## src/rtl/oflow_score_calc_pkg.sv

```systemverilog
`default_nettype none
// ============================================================================
// Module      : oflow_score_calc_pkg
// Description : Shared lengths, FSM state encoding and score saturation helper
//               for the N-lane score calculator.
// Revision    : 1.0 - initial release
// ============================================================================
package oflow_score_calc_pkg;

  // Default datapath lengths
  localparam int c_n_ch_def       = 2;
  localparam int c_metric_num_def = 6;
  localparam int c_metric_len_def = 11;
  localparam int c_weight_len_def = 10;
  localparam int c_score_len_def  = 12;
  localparam int c_id_len_def     = 7;

  // Controller states
  typedef enum logic [1:0] {
    IDLE  = 2'd0,
    RUN   = 2'd1,
    DRAIN = 2'd2
  } state_t;

  // Clamp an unsigned value to the largest number representable in 'width' bits
  function automatic logic [63:0] saturate(input logic [63:0] value, input int width);
    logic [63:0] max_val;
    max_val = (width >= 64) ? {64{1'b1}} : ((64'd1 << width) - 64'd1);
    return (value > max_val) ? max_val : value;
  endfunction

endpackage
`default_nettype wire

```

## src/rtl/oflow_score_lane.sv

```systemverilog
`default_nettype none
// ============================================================================
// Module      : oflow_score_lane
// Description : One lane of the score calculator: weighted products (S1),
//               shifted/saturated sum (S2) and running-minimum update (S3).
// Revision    : 1.0 - initial release
// ============================================================================
module oflow_score_lane
  import oflow_score_calc_pkg::*;
#(
  parameter int METRIC_NUM = c_metric_num_def,
  parameter int METRIC_LEN = c_metric_len_def,
  parameter int WEIGHT_LEN = c_weight_len_def,
  parameter int SCORE_LEN  = c_score_len_def,
  parameter int ID_LEN     = c_id_len_def
) (
  input  logic                             clk,
  input  logic                             reset_N,
  input  logic                             clear,
  input  logic                             accept,
  input  logic                             s1_valid,
  input  logic                             s2_valid,
  input  logic [METRIC_NUM*METRIC_LEN-1:0] metric,
  input  logic [METRIC_NUM*WEIGHT_LEN-1:0] weights,
  input  logic [ID_LEN-1:0]                id_in,
  input  logic                             ch_en,
  output logic [SCORE_LEN-1:0]             min_score,
  output logic [ID_LEN-1:0]                min_id,
  output logic                             min_valid
);

  localparam int c_prod_len = METRIC_LEN + WEIGHT_LEN;
  // Headroom for summing METRIC_NUM full-width products without overflow
  localparam int c_sum_len  = c_prod_len + $clog2(METRIC_NUM + 1);

  logic [METRIC_NUM-1:0][c_prod_len-1:0] w_prod;
  logic [METRIC_NUM-1:0][c_prod_len-1:0] r_prod;
  logic [ID_LEN-1:0]                     r_id1;
  logic                                  r_en1;

  logic [c_sum_len-1:0]                  w_sum;
  logic [c_sum_len-1:0]                  w_shift;
  logic [SCORE_LEN-1:0]                  w_score;
  logic [SCORE_LEN-1:0]                  r_score;
  logic [ID_LEN-1:0]                     r_id2;
  logic                                  r_en2;

  logic [SCORE_LEN-1:0]                  r_min_score;
  logic [ID_LEN-1:0]                     r_min_id;
  logic                                  r_min_valid;

  // Per-metric unsigned products at full width
  always_comb begin
    w_prod = '0;
    for (int k = 0; k < METRIC_NUM; k++) begin
      w_prod[k] = c_prod_len'(metric[k*METRIC_LEN +: METRIC_LEN])
                * c_prod_len'(weights[k*WEIGHT_LEN +: WEIGHT_LEN]);
    end
  end

  // S1: register products together with the entry ID and lane enable
  always_ff @(posedge clk or negedge reset_N) begin
    if (!reset_N) begin
      r_prod <= '0;
      r_id1  <= '0;
      r_en1  <= 1'b0;
    end else if (accept) begin
      r_prod <= w_prod;
      r_id1  <= id_in;
      r_en1  <= ch_en;
    end
  end

  // Sum products, drop the weight fraction bits, then clamp to the score range
  always_comb begin
    w_sum = '0;
    for (int k = 0; k < METRIC_NUM; k++) begin
      w_sum = w_sum + c_sum_len'(r_prod[k]);
    end
    w_shift = w_sum >> (WEIGHT_LEN - 1);
    w_score = SCORE_LEN'(saturate(64'(w_shift), SCORE_LEN));
  end

  // S2: register the final score with its ID and enable
  always_ff @(posedge clk or negedge reset_N) begin
    if (!reset_N) begin
      r_score <= '0;
      r_id2   <= '0;
      r_en2   <= 1'b0;
    end else if (s1_valid) begin
      r_score <= w_score;
      r_id2   <= r_id1;
      r_en2   <= r_en1;
    end
  end

  // S3: running minimum; strict less-than keeps the earliest entry on ties
  always_ff @(posedge clk or negedge reset_N) begin
    if (!reset_N) begin
      r_min_score <= '1;
      r_min_id    <= '0;
      r_min_valid <= 1'b0;
    end else if (clear) begin
      r_min_score <= '1;
      r_min_id    <= '0;
      r_min_valid <= 1'b0;
    end else if (s2_valid && r_en2 && (!r_min_valid || (r_score < r_min_score))) begin
      r_min_score <= r_score;
      r_min_id    <= r_id2;
      r_min_valid <= 1'b1;
    end
  end

  assign min_score = r_min_score;
  assign min_id    = r_min_id;
  assign min_valid = r_min_valid;

endmodule
`default_nettype wire

```

## src/rtl/oflow_score_calc_nch.sv

```systemverilog
`default_nettype none
// ============================================================================
// Module      : oflow_score_calc_nch
// Description : N-lane score calculator. Streams previous-object lines, keeps
//               a per-lane minimum score/ID and pulses done when the final
//               line has been compared.
// Revision    : 1.0 - initial release
// ============================================================================
module oflow_score_calc_nch
  import oflow_score_calc_pkg::*;
#(
  parameter int N_CH       = c_n_ch_def,
  parameter int METRIC_NUM = c_metric_num_def,
  parameter int METRIC_LEN = c_metric_len_def,
  parameter int WEIGHT_LEN = c_weight_len_def,
  parameter int SCORE_LEN  = c_score_len_def,
  parameter int ID_LEN     = c_id_len_def
) (
  input  logic                                  clk,
  input  logic                                  reset_N,
  input  logic                                  start_score_calc,
  input  logic [METRIC_NUM*WEIGHT_LEN-1:0]      weights,
  input  logic                                  line_valid,
  input  logic [N_CH-1:0]                       line_ch_en,
  input  logic                                  line_last,
  input  logic [N_CH*METRIC_NUM*METRIC_LEN-1:0] metric_in,
  input  logic [N_CH*ID_LEN-1:0]                id_in,
  output logic                                  ready_for_line,
  output logic [N_CH*SCORE_LEN-1:0]             min_score,
  output logic [N_CH*ID_LEN-1:0]                min_id,
  output logic [N_CH-1:0]                       min_valid,
  output logic                                  done_score_calc,
  output logic                                  busy
);

  localparam int c_lane_metric_w = METRIC_NUM * METRIC_LEN;

  state_t                          r_state;
  state_t                          w_state_next;
  logic [METRIC_NUM*WEIGHT_LEN-1:0] r_weights;
  logic                            w_accept;
  logic                            w_done_set;
  logic                            r_v1;
  logic                            r_last1;
  logic                            r_v2;
  logic                            r_last2;
  logic                            r_done;

  // A start on the same edge aborts, so a coincident line is not taken
  assign w_accept   = line_valid && (r_state == RUN) && !start_score_calc;
  // The last line leaves S2 on this edge, so its compare completes here
  assign w_done_set = r_v2 && r_last2 && !start_score_calc;

  // State register
  always_ff @(posedge clk or negedge reset_N) begin
    if (!reset_N) begin
      r_state <= IDLE;
    end else begin
      r_state <= w_state_next;
    end
  end

  // Next-state logic; start always (re)enters RUN
  always_comb begin
    w_state_next = r_state;
    if (start_score_calc) begin
      w_state_next = RUN;
    end else begin
      case (r_state)
        IDLE:    w_state_next = IDLE;
        RUN:     if (w_accept && line_last) w_state_next = DRAIN;
        DRAIN:   if (w_done_set) w_state_next = IDLE;
        default: w_state_next = IDLE;
      endcase
    end
  end

  // Weights are captured once per stream at start
  always_ff @(posedge clk or negedge reset_N) begin
    if (!reset_N) begin
      r_weights <= '0;
    end else if (start_score_calc) begin
      r_weights <= weights;
    end
  end

  // Valid/last tracking alongside S1 and S2; start flushes in-flight lines
  always_ff @(posedge clk or negedge reset_N) begin
    if (!reset_N) begin
      r_v1    <= 1'b0;
      r_last1 <= 1'b0;
      r_v2    <= 1'b0;
      r_last2 <= 1'b0;
    end else if (start_score_calc) begin
      r_v1    <= 1'b0;
      r_last1 <= 1'b0;
      r_v2    <= 1'b0;
      r_last2 <= 1'b0;
    end else begin
      r_v1    <= w_accept;
      r_last1 <= w_accept && line_last;
      r_v2    <= r_v1;
      r_last2 <= r_last1;
    end
  end

  // One-cycle done pulse coincident with the final minimum update
  always_ff @(posedge clk or negedge reset_N) begin
    if (!reset_N) begin
      r_done <= 1'b0;
    end else begin
      r_done <= w_done_set;
    end
  end

  generate
    for (genvar c = 0; c < N_CH; c++) begin : g_lane
      oflow_score_lane #(
        .METRIC_NUM (METRIC_NUM),
        .METRIC_LEN (METRIC_LEN),
        .WEIGHT_LEN (WEIGHT_LEN),
        .SCORE_LEN  (SCORE_LEN),
        .ID_LEN     (ID_LEN)
      ) u_lane (
        .clk       (clk),
        .reset_N   (reset_N),
        .clear     (start_score_calc),
        .accept    (w_accept),
        .s1_valid  (r_v1),
        .s2_valid  (r_v2),
        .metric    (metric_in[c*c_lane_metric_w +: c_lane_metric_w]),
        .weights   (r_weights),
        .id_in     (id_in[c*ID_LEN +: ID_LEN]),
        .ch_en     (line_ch_en[c]),
        .min_score (min_score[c*SCORE_LEN +: SCORE_LEN]),
        .min_id    (min_id[c*ID_LEN +: ID_LEN]),
        .min_valid (min_valid[c])
      );
    end
  endgenerate

  assign ready_for_line  = (r_state == RUN);
  assign busy            = (r_state != IDLE);
  assign done_score_calc = r_done;

endmodule
`default_nettype wire

```

## config.mk

```make
export PLATFORM = sky130hd
export DESIGN_NAME = oflow_score_calc_nch
export DESIGN_NICKNAME = d
export VERILOG_FILES = /design/src/rtl/oflow_score_calc_pkg.sv /design/src/rtl/oflow_score_lane.sv /design/src/rtl/oflow_score_calc_nch.sv
export SDC_FILE = /design/constraint.sdc
export NUM_CORES = 2
export LEC_CHECK = 0
export BUFFER_PORTS_ARGS = -buffer_cell sky130_fd_sc_hd__buf_2
export CAP_MARGIN = 20
export CORE_MARGIN = 1
export CORE_UTILIZATION = 45
export DETAILED_ROUTE_END_ITERATION = 12
export MAX_ROUTING_LAYER = met4
export PLACE_DENSITY_LB_ADDON = 0.1
export SYNTH_ARGS = -nofsm -noshare
export SYNTH_HDL_FRONTEND = slang
export SYNTH_SLANG_ARGS = --single-unit
```

## constraint.sdc

```tcl
create_clock -name clk -period 7.7 [get_ports clk]
set_input_delay 0 -clock clk [delete_from_list [all_inputs] [get_ports clk]]
set_output_delay 0 -clock clk [all_outputs]
set_load 0.03 [all_outputs]
```

==> impl_metrics.tcl <==
set metrics [dict create \
    status "finished, final reports clean" \
    hold_class "primary input to flop" \
    tightest_slew_ns 1.085 \
    die_width_um 379.5 \
    path_delay_family "adder cells" \
    final_common_cell "inv_1" \
    slew_headroom_pct 27.65 \
    ys_ff_latch 415 \
    arrival_ns 6.96 \
    worst_setup_path_start_kind "flop" \
    cpPeakStageDelay_ns 0.98 \
    cts_hold_buf 100 \
    critPathSlowestCell "dfrtp_1" \
    initial_core_util_pct 45.35 \
    clk_pin_slew_worst_paths_ns 0.06 \
    fin_nets 9155 \
    groute.usage.overall_pct 25.59 \
    die-area_um2 144000 \
    worstSetupPathType "flop to flop" \
    fillers 13631 \
    pre_cts_ws_ns 1.345 \
    final_hold_viol_count 0 \
    grt_pass1_wl_mm 281.6 \
    cts.sinks 415 \
    grt_max_degree 214 \
    port_buffers 255 \
    cap_violations 0 \
    final-setup-viol-count 0 \
    cts_buffers 57 \
    setup_slack_ns 1.318 \
    avgViaCountPerCell 5.167 \
    fp.dieH_um 379.5 \
    vias 47183 \
    setup.worst_path.end_class "flop" \
    layout_common_cells "1,202 x inv_1, 1,170 x nand2_1, 966 x fa_1" \
    syn_area_per_cell_um2 9.069 \
    crit_fanout 23 \
    rsz0062_at_grt "false" \
    placed_area_um2 66830 \
    placement_rows 138 \
    yosysSeqAreaShare_pct 16.24 \
    drt_first_pass_iters 5 \
    drt_iter0_markers 2461 \
    coreArea_um2 141400 \
    syn2layout_area_growth_pct 8.942 \
    slew_viol_final 0 \
    yosys_most_used_dff "dfrtp_1" \
    fin_worst_skew_ns 0.04733 \
    period_needed_ns 6.382 \
    seq_area_um2 10420 \
    ant_nets 0 \
    routedWlPerCell_um 18.96 \
    hpwlAfterDp_mm 138.0 \
    routed_wl_mm 173.1 \
    worst-path-buf-inv 1 \
    critPathRequiredTime_ns 8.28 \
    multi_input_area_um2 47950 \
    ys.warnings.count 0 \
    worstPathCellList "nand2_1 -> fa_1 -> inv_1 -> fa_1 -> fa_1 -> fa_1 -> fa_1 -> ha_1 -> and3_2 -> and3_1 -> a21o_1 -> a41oi_1 -> a2111oi_0 -> o21a_1 -> o21ai_2 -> a2111oi_0 -> o21ai_0 -> a31o_2" \
    post_cts_buffers 0 \
    ys_async_sr_fraction_pct 100.0 \
    htree_levels 2 \
    setup_tns_ns 0 \
    antenna_found_initial 8 \
    cts_buffer_depth 3 \
    synth_cell_types 83 \
    synth_edf_count 0 \
    fmax_mhz 156.7 \
    syn_inst 7071 \
    drive_above_1_share_pct 7.294 \
    ios 256 \
    synthesis.area_um2 64130 \
    final_cell_area_um2 69860 \
    drcViolationCount 0 \
    final.period_utilization_pct 82.89 \
    synthesis.nets 9034 \
    critical_path.most_common_cell "fa_1" \
    cts-root-buf "clkbuf_16" \
    grt_pass1_vias 49837 \
    clock_latency_ns 0.68 \
    cts_resized 0 \
    gp_congestion 0.9112 \
    cts_tree "yes" \
    overflow 0 \
]
-- synthesized netlist by cell type (5+ instances only) --
| library cell | n | area, µm² |
|---|---|---|
| nand4_1 | 6 | 37.54 |
| or3_1 | 22 | 137.6 |
| o221ai_1 | 5 | 43.79 |
| inv_1 | 1202 | 4512 |
| a311o_1 | 5 | 50.05 |
| nor2_1 | 176 | 660.6 |
| nor3_1 | 74 | 370.4 |
| xor2_1 | 98 | 858.3 |
| o31ai_1 | 20 | 150.1 |
| o21ai_1 | 11 | 55.05 |
| ha_1 | 784 | 9809 |
| a31oi_1 | 25 | 156.4 |
| o211ai_1 | 6 | 45.04 |
| dfrtp_1 | 391 | 9784 |
| dfstp_2 | 24 | 630.6 |
| a211o_1 | 41 | 359.1 |
| nand2b_1 | 24 | 150.1 |
| and3_1 | 32 | 200.2 |
| nand2_1 | 1170 | 4392 |
| or4_1 | 6 | 45.04 |
| a41oi_1 | 8 | 70.07 |
| o21ai_0 | 257 | 1286 |
| o21bai_1 | 36 | 270.3 |
| o21a_1 | 30 | 225.2 |
| fa_1 | 966 | 19340 |
| and2_1 | 579 | 3622 |
| clkbuf_1 | 318 | 1194 |
| mux2i_1 | 15 | 150.1 |
| a21o_1 | 92 | 690.7 |
| xnor2_1 | 150 | 1314 |
| nor2b_1 | 26 | 162.7 |
| o22a_1 | 23 | 201.4 |
| a211oi_1 | 11 | 82.58 |
| nand3_1 | 58 | 290.3 |
| a21oi_1 | 194 | 970.9 |
| or2_2 | 10 | 62.56 |
| mux2_2 | 79 | 889.6 |
-- path summary, 6_finish.rpt --
path                               start                             to  slack [ns]  cells past startpoint
hold reg to reg                  r_last1                        r_last2        0.47                      1
max in group asynchronous        reset_N                  r_weights[13]        5.59                      5
setup reg to reg           r_weights[51]   g_lane[0].u_lane.r_prod[124]        1.32                     18
setup / recovery           r_weights[51]   g_lane[0].u_lane.r_prod[124]        1.32                     18
min in group asynchronous        reset_N  g_lane[1].u_lane.min_score[1]        0.50                      3
hold / removal                  id_in[1]      g_lane[0].u_lane.r_id1[1]        0.05                      4
-- area by class of cell --
class,count,share of cell area [%]
multi-input cells,5125,68.63
inverters,1203,6.467
diodes,3,0.01075
clock buffers,72,2.267
well taps,1890,3.385
repair buffers,390,3.729
flip-flops and latches,415,14.91
clock inverters,34,0.6035
-- worst min-delay path, cell delays in order --
cell and delay [ns]:
dlygate4sd3_1 0.52, buf_2 0.09, nand2_1 0.04, nand2_1 0.05
-- metal layers --
metal / part of all wire [%] / global-route usage [%] / vias up
met2: 47 / 40.49 / 877
met4: 2.7 / 6.763 / 0
met1: 46 / 34.56 / 23819
li1: - / - / 22306
met3: 4.6 / 3.428 / 181
met5: 0 / - / -
-- stage by stage --
| step | util [%] | hold WS (ns) | std cells |
|---|---|---|---|
| floorplan | - | -0.2956 | 7071 |
| global placement | 47.26 | -0.004560 | 8922 |
| detailed placement | 47.26 | -0.004610 | 8923 |
| CTS | 49.40 | 0.001432 | 9129 |
| global route | 49.40 | 0.04982 | 9131 |
| finish | 49.40 | 0.05422 | 9132 |
-- state kept, by name, summed over array words and instances (netlist names), 2 cells and up --
signal / flops
g_lane.u_lane.min_valid: 2
g_lane.u_lane.r_prod: 252
g_lane.u_lane.r_en2: 2
r_weights: 60
r_state: 2
g_lane.u_lane.min_score: 24
g_lane.u_lane.r_score: 24
g_lane.u_lane.r_en1: 2
g_lane.u_lane.min_id: 14
g_lane.u_lane.r_id1: 14
g_lane.u_lane.r_id2: 14
-- kinds of logic after synthesis --
logic type,count (synthesis),synth area share [%]
compound gates,828,8.212
fa+ha+maj,1750,45.45
simple gates,2205,16.08
buf+inv,1531,9.006
mux,94,1.621
flops,415,16.24
xor+xnor,248,3.387
Power is left out: the tool's default activity adds up to more than one toggle a clock period on the data nets, which glitch-free logic cannot reach.
